===== config.mk =====
export PLATFORM = sky130hd
export DESIGN_NAME = int_to_float_sequencer
export DESIGN_NICKNAME = d
export VERILOG_FILES = /design/src/rtl/int_to_float_sequencer_pkg.sv /design/src/rtl/int_to_float_sequencer_lzd.sv /design/src/rtl/int_to_float_sequencer.sv
export SDC_FILE = /design/constraint.sdc
export NUM_CORES = 1
export LEC_CHECK = 0
export CAP_MARGIN = 20
export CORE_MARGIN = 10
export CORE_UTILIZATION = 63
export DETAILED_ROUTE_END_ITERATION = 8
export PLACE_DENSITY = 0.84
export SYNTH_ARGS = -nofsm -noshare
export SYNTH_HDL_FRONTEND = slang
export SYNTH_HIERARCHICAL = 1
export SYNTH_SLANG_ARGS = --single-unit
export TNS_END_PERCENT = 30

===== constraint.sdc =====
create_clock -name clk -period 6.8 [get_ports clk]
set_clock_uncertainty 0.05 [all_clocks]
set_input_delay 1.02 -clock clk [delete_from_list [all_inputs] [get_ports clk]]
set_output_delay 1.02 -clock clk [all_outputs]
set_load 0.05 [all_outputs]

===== src/rtl/int_to_float_sequencer_pkg.sv =====
// Shared types and constants for the integer-to-binary32 converter.
package int_to_float_pkg;

    typedef enum logic [1:0] {
        IDLE      = 2'd0,
        NORMALIZE = 2'd1,
        ROUND     = 2'd2,
        HOLD      = 2'd3
    } seqState_t;

    localparam int unsigned INT_W    = 32;
    localparam int unsigned MANT_W   = 23;
    localparam int unsigned EXP_BIAS = 127;
    // Exponent of a value whose leading one sits at bit INT_W-1.
    localparam int unsigned EXP_BASE = EXP_BIAS + INT_W - 1;

endpackage


===== src/rtl/int_to_float_sequencer_lzd.sv =====
// Leading-zero count of a 32-bit word; all-zero input reports 32.
module leadingZerosDetector (
    input  logic [31:0] value,
    output logic [5:0]  zeros
);

    // Scan upward so the most significant set bit wins.
    always_comb begin
        zeros = 6'd32;
        for (int unsigned i = 0; i < 32; i++) begin
            if (value[i]) begin
                zeros = 6'(31 - i);
            end
        end
    end

endmodule


===== src/rtl/int_to_float_sequencer.sv =====
// Multi-cycle integer to binary32 converter with round-to-nearest-even.
module int_to_float_sequencer
    import int_to_float_pkg::*;
(
    input  logic              clk,
    input  logic              reset_n,
    input  logic              inValid,
    output logic              inReady,
    input  logic [INT_W-1:0]  inData,
    input  logic              inSigned,
    output logic              outValid,
    input  logic              outReady,
    output logic [31:0]       outData,
    output logic              outInexact
);

    seqState_t          state;
    seqState_t          stateNext;
    logic               accept;

    logic               sign;
    logic [INT_W-1:0]   mag;
    logic [INT_W-1:0]   norm;
    logic [8:0]         exp;
    logic               isZero;
    logic [5:0]         zeros;

    logic [MANT_W-1:0]  mant;
    logic               guard;
    logic               sticky;
    logic               up;
    logic [MANT_W:0]    mantSum;
    logic [MANT_W-1:0]  mantRound;
    logic [8:0]         expRound;
    logic [1:0]         unusedBits;

    leadingZerosDetector u_lzd (
        .value (mag),
        .zeros (zeros)
    );

    // Handshake: ready in IDLE, or in HOLD when the consumer retires the result.
    always_comb begin
        inReady = 1'b0;
        if (state == IDLE) begin
            inReady = 1'b1;
        end else if (state == HOLD) begin
            inReady = outReady;
        end
    end

    assign accept   = inValid & inReady;
    assign outValid = (state == HOLD);

    // Next-state selection.
    always_comb begin
        stateNext = state;
        unique case (state)
            IDLE:      if (inValid) stateNext = NORMALIZE;
            NORMALIZE: stateNext = ROUND;
            ROUND:     stateNext = HOLD;
            HOLD: begin
                if (outReady) begin
                    stateNext = inValid ? NORMALIZE : IDLE;
                end
            end
            default:   stateNext = IDLE;
        endcase
    end

    // Round-to-nearest-even on the normalized magnitude.
    always_comb begin
        mant      = norm[30:8];
        guard     = norm[7];
        sticky    = |norm[6:0];
        up        = guard & (sticky | mant[0]);
        mantSum   = {1'b0, mant} + (MANT_W + 1)'(up);
        mantRound = mantSum[MANT_W] ? '0 : mantSum[MANT_W-1:0];
        expRound  = exp + 9'(mantSum[MANT_W]);
    end

    // exp never exceeds 159, and norm[31] is the implicit leading one.
    assign unusedBits = {expRound[8], norm[31]};

    // State register.
    always_ff @(posedge clk or negedge reset_n) begin
        if (!reset_n) begin
            state <= IDLE;
        end else begin
            state <= stateNext;
        end
    end

    // Datapath registers advanced by the current phase.
    always_ff @(posedge clk or negedge reset_n) begin
        if (!reset_n) begin
            sign       <= 1'b0;
            mag        <= '0;
            norm       <= '0;
            exp        <= '0;
            isZero     <= 1'b0;
            outData    <= '0;
            outInexact <= 1'b0;
        end else begin
            if (accept) begin
                sign <= inSigned & inData[INT_W-1];
                mag  <= (inSigned & inData[INT_W-1]) ? (~inData + 32'd1) : inData;
            end
            if (state == NORMALIZE) begin
                norm   <= mag << zeros;
                exp    <= 9'(EXP_BASE) - {3'b000, zeros};
                isZero <= (zeros == 6'd32);
            end
            if (state == ROUND) begin
                outData    <= isZero ? '0 : {sign, expRound[7:0], mantRound};
                outInexact <= isZero ? 1'b0 : (guard | sticky);
            end
        end
    end

endmodule


==> results of run 1 <==
## power by group
part	switching, W	total (W)	internal (W)	leakage [nW]
logic	0.00189	0.00310	0.00121	1.89
registers	0.000341	0.00128	0.000937	1.34
clock network	0.000259	0.000555	0.000295	0.152
total	0.00249	0.00493	0.00244	3.38
## cell families (layout without fill, tap and decap cells)
group,Yosys count,after routing,synth area share [%]
simple gates,254,254,17.6
compound gates,217,217,19.8
flops,108,108,37.0
buf+inv,101,151,5.75
mux,68,68,11.3
xor+xnor,58,58,6.95
fa+ha+maj,10,10,1.71
## worst min path at each step
| stage | startpoint | end | slack, ns | cells past startpoint |
|---|---|---|---|---|
| global placement | norm[5] | norm[5] | 0.42 | 1 |
| global route | norm[1] | norm[1] | 0.46 | 1 |
| CTS | norm[5] | norm[5] | 0.44 | 1 |
| detailed placement | norm[5] | norm[5] | 0.42 | 1 |
| finish | norm[5] | norm[5] | 0.44 | 1 |
| floorplan | norm[6] | norm[6] | 0.40 | 1 |
## critical path, stage by stage, from the launching register on
cell and delay, ns:
dfrtp_1 0.47, nor3b_1 0.24, nor3_1 0.08, o31ai_1 0.31, o2111ai_1 0.23, a221oi_4 0.26, buf_4 0.51, mux2i_1 0.35
o21a_1 0.36, mux2_2 0.25, nor2_1 0.04, a2111o_1 0.38
## cell usage after synthesis (7+ instances only)
library cell  count  area (µm²)
nand4_1          10        62.6
or4_1             7        52.6
and2_1            7        43.8
xor2_1           35         307
or3_1             8        50.1
dfrtp_1         108        2700
clkbuf_1         28         105
o22ai_1          42         263
o31ai_1           9        67.6
ha_1             10         125
and3_1            7        43.8
a31oi_1          10        62.6
nor2_1           41         154
mux2i_1          35         350
mux4_2            9         203
nor3_1           19        95.1
inv_1            53         199
mux2_2           24         270
nand3_1          20         100
xnor2_1          23         201
o21ai_1          16        80.1
nor4_1           14        87.6
nand2_1          84         315
o21ai_0          44         220
o2bb2ai_1         9        78.8
a22oi_1           7        52.6
a21oi_1          27         135
## layout make-up
class	instances	area (µm²)	area share (%)
clock buffers	9	225	2.68
clock inverters	7	93.8	1.12
inverters	56	210	2.51
multi-input cells	607	4210	50.2
flip-flops and latches	108	2700	32.2
well taps	143	179	2.13
repair buffers	79	768	9.16
## per-stage QoR
step                      total power [W]  util, %  std cells
after floorplan                   0.00343        -        816
after global placement            0.00424     71.0        993
after detailed placement          0.00432     71.0        993
after CTS                         0.00488     73.8       1009
after global routing              0.00524     73.8       1009
final                             0.00493     73.8       1009
## registers in the layout, summed over array words and instances, names as in the netlist
signal / count
exp: 8
isZero: 1
mag: 32
norm: 31
outData: 32
outInexact: 1
sign: 1
state: 2
## layer usage
layer,wire (µm),vias to the layer above,GRT usage [%]
met4,769,0,12.1
met3,1240,48,3.72
li1,-,3097,-
met2,10200,294,42.3
met5,0,-,0
met1,8140,3189,29.2
==> reports/qor.yml, run 1 <==
gp_congestion: 0.999
syn-num-nets: 863
synthCells: 816
post_cts_resized: 0
synth_area_um2: 7310
hold_class: "flop to flop"
cp.arrival_ns: 3.86
grt_antenna_before_repair: 0
status: "finished, final reports clean"
dieArea_um2: 16300
cap_violations: 0
dr.pass1.iters: 5
dp.final_hpwl_mm: 15.6
r2r_start: "mag[3]"
final_cell_mix: "dfrtp_1, nand2_1, clkdlybuf4s50_1"
crit_type: "flop to flop"
syn_area_per_cell_um2: 8.96
leakagePower_nw: 3.38
die_x_um: 128
path_clk_slew_ns: 0.08
io-pin-count: 72
tns_ns: 0
antenna_left: 0
layout.nets: 908
grt_use_total_pct: 24.5
fin_crit_sh_pct: 53.9
syn_to_final_growth_pct: 14.7
root_buffer: "clkbuf_16"
worst_setup_path_end_kind: "flop"
period_needed_ns: 3.67
timing.rr.end: "norm[22]"
initial_core_util_pct: 64.3
crit_start: "mag[3]"
synth_seq_cells: 108
drt_iter0_markers: 531
clk_latency_ns: 0.36
chipHeight_um: 128
cts_hold_buf: 0
power_density_nw_per_um2: 588
synth_edf_count: 0
fmax_mhz: 273
wirelength_mm: 20.3
yosys.cell_types.count: 69
cts_buffer_depth: 2
worstPathMaxFanout: 41
place_ws_ns: 3.17
setup_slack_ns: 3.13
core_area_um2: 11400
fin_area_um2: 8390
overflow: 0
ys.flop_type: "dfrtp_1"
rrSetupSlack_ns: 3.13
cts_setup_buffers: 0
slew_headroom_pct: 36.7
synthArstFlopShare_pct: 100
vias_per_cell: 6.57
num_vias: 6628
drcViolationCount: 0
ir_drop_mv: 0.398
start_kind: "flop"
wl_per_cell_um: 20.2
cts_buffers: 9
antenna_cells: 0
grt_first_pass_wirelength_mm: 33.0
grt_max_degree: 65
io_buffers: 71
hold_slack_ns: 0.441
critPathCapture: "norm[22]"
hold_violations: 0
grt_pass1_vias: 6330
rr_worst_depth: 11
tightest_slew_ns: 0.946
clock-sinks: 108
placed_cell_area_um2: 8070
rows: 39
drv_slew: 0
fillers: 807
finalSetupViolCount: 0
drive_gt1_share_pct: 9.47
htreeDepth: 3
final_common_cell: "dfrtp_1"
cts_tree: "built"
critPathRequiredTime_ns: 6.99
rsz0062_at_grt: "no"
ys_warn_count: 6
ys_seq_area_share_pct: 37.0
(Power assumes the default switching activity.)
==> run 2: changes to the inputs <==
--- a/config.mk
+++ b/config.mk
@@ -7,9 +7,9 @@
 export LEC_CHECK = 0
 export CAP_MARGIN = 20
 export CORE_MARGIN = 10
-export CORE_UTILIZATION = 63
+export CORE_UTILIZATION = 53
 export DETAILED_ROUTE_END_ITERATION = 8
-export PLACE_DENSITY = 0.84
+export PLACE_DENSITY = 0.75
 export SYNTH_ARGS = -nofsm -noshare
 export SYNTH_HDL_FRONTEND = slang
 export SYNTH_HIERARCHICAL = 1
==> constraint.sdc (replaced) <==
create_clock -name clk -period 3.15 [get_ports clk]
set_clock_uncertainty 0.05 [all_clocks]
set_input_delay 0.4725 -clock clk [delete_from_list [all_inputs] [get_ports clk]]
set_output_delay 0.4725 -clock clk [all_outputs]
set_load 0.05 [all_outputs]
==> reports/qor.yml, run 2 (same netlist as run 1, synthesis figures left out) <==
io-pin-count: 72
gp_congestion: 0.938
path_cells: "nor3_1 -> o21ai_0 -> a2111oi_2 -> buf_4 -> a221oi_4 -> buf_12 -> buf_8 -> clkbuf_16 -> mux2i_4 -> mux4_2 -> nand2_1 -> o21ai_1 -> buf_4 -> o22ai_1"
grt_use_total_pct: 23.7
cp.arrival_ns: 3.43
rr_worst_depth: 14
drive_gt1_share_pct: 21.9
largestRegisters: "mag (32), outData (32), norm (31)"
hold_class: "primary input to asynchronous set/reset pin"
slew_headroom_pct: 33.8
critPathRequiredTime_ns: 3.39
fillers: 1029
antenna_left: 0
cts_hold_buf: 0
overflow: 0
cts_tree: "built"
r2r_start: "mag[22]"
grt_pass1_vias: 6922
cp.depth: 14
num_vias: 7011
timing.rr.end: "norm[15]"
slowest_delay_ns: 0.52
start_kind: "flop"
cts_buffer_depth: 2
postLayoutCoreUtil_pct: 70.5
path_clk_slew_ns: 0.07
drcViolationCount: 0
grt_max_degree: 85
rows: 42
vias_per_cell: 6.22
layout.nets: 993
io_buffers: 71
grt_antenna_before_repair: 0
dp.final_hpwl_mm: 17.4
wl_per_cell_um: 20.5
clock-sinks: 108
wirelength_mm: 23.1
chipHeight_um: 137
drt_iter0_markers: 690
core_area_um2: 13400
rsz0062_at_grt: "yes"
grt_first_pass_wirelength_mm: 35.6
total_power_w: 0.0128
tightest_slew_ns: 0.984
die_x_um: 137
cts_buffers: 9
ir_drop_mv: 0.567
final_common_cell: "dfrtp_1"
dieArea_um2: 18900
leakagePower_nw: 3.86
syn_to_final_growth_pct: 29.2
critPathCapture: "norm[15]"
critPathSlowestCell: "mux4_2"
crit_top_cell: "buf_4"
hold_violations: 0
worst_setup_path_end_kind: "flop"
final_cell_mix: "dfrtp_1, nand2_1, buf_4"
period_needed_ns: 3.19
fin_crit_sh_pct: 101
finalSetupViolCount: 2
cp_top_family: "compound AO/OA/AOI/OAI gates"
root_buffer: "clkbuf_16"
antenna_cells: 0
rrSetupSlack_ns: -0.04
dr.pass1.iters: 5
worstPathMaxFanout: 7
path_buf_inv: 5
htreeDepth: 3
drv_slew: 0
violations: "setup timing"
status: "finished with violations"
fmax_mhz: 313
cap_violations: 0
initial_core_util_pct: 54.6
setup_slack_ns: -0.0420
crit_start: "mag[22]"
crit_type: "flop to flop"
power_density_nw_per_um2: 1350
clk_latency_ns: 0.37
[run 2: timing repair]
item / in CTS / in global routing
gates cloned: 0 / 3
pin swaps: 0 / 9
buffers inserted: 0 / 7
endpoints found under the hold margin: 0 / 0
gates resized for setup: 2 / 66
setup endpoints to repair: 3 / 16
[run 2: metal layers]
layer | GRT usage [%] | part of all wire, %
met5 | 0 | 0
met1 | 28.4 | 41
met2 | 40.7 | 50
met3 | 3.31 | 5.3
met4 | 12.1 | 3.5
[run 2: where the power goes]
group | switching [W] | leakage (nW) | total, W | internal, W
registers | 0.000635 | 1.33 | 0.00266 | 0.00202
logic | 0.00485 | 2.38 | 0.00894 | 0.00409
clock network | 0.000559 | 0.145 | 0.00119 | 0.000626
[run 2: worst min path at each step]
| stage | from | endpoint |
|---|---|---|
| after floorplan | reset_n | exp[0] |
| after global placement | norm[4] | norm[4] |
| after detailed placement | norm[4] | norm[4] |
| after CTS | reset_n | outData[27] |
| after global routing | reset_n | outData[27] |
| final | reset_n | outData[28] |
[run 2: cell type report]
type	instances	area [µm²]	share of cell area (%)
repair buffers	164	1530	16.2
multi-input cells	607	4490	47.5
well taps	176	220	2.33
inverters	56	210	2.22
clock inverters	6	71.3	0.755
flip-flops and latches	108	2700	28.6
clock buffers	10	229	2.42
[run 2: stage by stage]
stage	setup TNS, ns	setup slack [ns]	cells	area [µm²]	hold slack [ns]
after CTS	-0.0440	-0.0256	1116	9020	0.292
final	-0.0695	-0.0420	1127	9450	0.0227
after global placement	-0.331	-0.135	1100	8720	0.421
after global routing	-0.880	-0.142	1127	9450	0.0709
after detailed placement	-0.175	-0.123	1100	8720	0.421
after floorplan	0	0.139	816	7310	0.127
==> run 3: changes to the inputs <==
--- a/config.mk
+++ b/config.mk
@@ -9,6 +9,7 @@
 export CORE_MARGIN = 10
 export CORE_UTILIZATION = 53
 export DETAILED_ROUTE_END_ITERATION = 8
+export MAX_ROUTING_LAYER = met4
 export PLACE_DENSITY = 0.75
 export SYNTH_ARGS = -nofsm -noshare
 export SYNTH_HDL_FRONTEND = slang
==> reports/qor.yml, run 3 (same netlist as run 1, synthesis figures left out) <==
placed_cell_area_um2: 8690
dr.pass1.iters: 5
largestRegisters: "mag (32), outData (32), norm (31)"
final_cell_count_no_fill: 1117
initial_core_util_pct: 54.6
vias_per_cell: 6.16
wirelength_mm: 22.9
rrSetupSlack_ns: 0.12
num_vias: 6880
grt_first_pass_wirelength_mm: 36.6
drv_slew: 0
rr_worst_depth: 10
ir_drop_mv: 0.561
worst_setup_path_end_kind: "flop"
overflow: 0
critPathRequiredTime_ns: 3.33
period_needed_ns: 3.03
cts_hold_buf: 0
grt_max_degree: 80
final_common_cell: "dfrtp_1"
dieArea_um2: 18900
cts_buffers: 9
fin_crit_sh_pct: 96.3
power_density_nw_per_um2: 1320
cap_violations: 0
fillers: 1099
grt_use_total_pct: 25.0
drt_iter0_markers: 548
grt_antenna_before_repair: 0
hold_violations: 0
crit_type: "flop to flop"
clk_latency_ns: 0.36
clock-sinks: 108
drcViolationCount: 0
tns_ns: 0
die_x_um: 137
antenna_left: 0
leakagePower_nw: 3.78
hold_class: "primary input to asynchronous set/reset pin"
root_buffer: "clkbuf_16"
dp.final_hpwl_mm: 17.7
crit_start: "mag[27]"
rows: 42
cts_buffer_depth: 2
status: "finished, final reports clean"
critPathCapture: "norm[29]"
io_buffers: 71
fin_area_um2: 9200
chipHeight_um: 137
htreeDepth: 3
cts_tree: "built"
worstPathMaxFanout: 13
setup_slack_ns: 0.118
cp.arrival_ns: 3.21
timing.rr.end: "norm[29]"
wl_per_cell_um: 20.5
antenna_cells: 0
gp_congestion: 0.958
fmax_mhz: 330
layout.nets: 984
tightest_slew_ns: 0.959
r2r_start: "mag[27]"
syn_to_final_growth_pct: 25.9
place_ws_ns: -0.0956
dp.cells: 1099
core_area_um2: 13400
io-pin-count: 72
hold_slack_ns: 0.216
drive_gt1_share_pct: 19.1
start_kind: "flop"
slew_headroom_pct: 36.1
final_cell_mix: "dfrtp_1, nand2_1, buf_4"
grt_pass1_vias: 6832
finalSetupViolCount: 0
path_clk_slew_ns: 0.08
## run 3: cell types whose count changed in the layout (fill, tap and decap cells not counted), sizes merged
cell,before,now
buf,92,83
clkinv,3,1
bufinv,1,2
clkbuf,12,11
inv,57,58
## run 3: area by class of cell
type                            count  area (µm²)  area share (%)
Multi-Input combinational cell    607        4330            47.1
Sequential cell                   108        2710            29.4
Timing Repair Buffer              155        1420            15.4
Clock buffer                        9         225            2.45
Tap cell                          176         220            2.39
Inverter                           56         210            2.28
Clock inverter                      6        96.3            1.05
## run 3: repair_timing
| item | CTS | global route |
|---|---|---|
| resized for setup | 1 | 31 |
| pin swaps | 0 | 2 |
| setup endpoints to repair | 3 | 17 |
| setup buffers | 0 | 1 |
| gates cloned | 0 | 2 |
## run 3: worst min path at each step
stage | end | slack, ns | cells past startpoint
final | outData[27] | 0.22 | 1
after global routing | outData[28] | 0.31 | 1
after detailed placement | norm[4] | 0.42 | 1
after global placement | norm[4] | 0.42 | 1
after floorplan | exp[0] | 0.13 | 0
after CTS | outData[28] | 0.25 | 1
## run 3: worst max-delay path: stages, from the launching register on
cell and delay, ns:
dfrtp_1 0.44, nor3_1 0.24, o21a_1 0.23, o2111ai_1 0.18, a221oi_4 0.32, buf_12 0.16
clkbuf_16 0.17, mux2_2 0.39, mux2i_1 0.27, mux4_2 0.32, o2111ai_1 0.13
## run 3: power by group
| part | switching (W) | internal, W | leakage (nW) |
|---|---|---|---|
| Sequential | 0.000614 | 0.00203 | 1.33 |
| Combinational | 0.00465 | 0.00363 | 2.29 |
| Clock | 0.000557 | 0.000703 | 0.154 |
## run 3: routing by layer
layer  vias to the layer above  part of all wire [%]  track usage [%]
met2                       259                    52             43.5
met3                        42                   4.9             2.37
met4                         0                   2.6             9.48
met1                      3340                    40             29.2
li1                       3239                     -                -
met5                         -                     0                -
## run 3: stage by stage
step,utilization [%],power [W]
6_report,68.7,0.0122
5_1_grt,68.7,0.0129
4_1_cts,67.3,0.0116
3_5_place_dp,64.8,0.0103
3_3_place_gp,64.8,0.0102
2_1_floorplan,-,0.00741
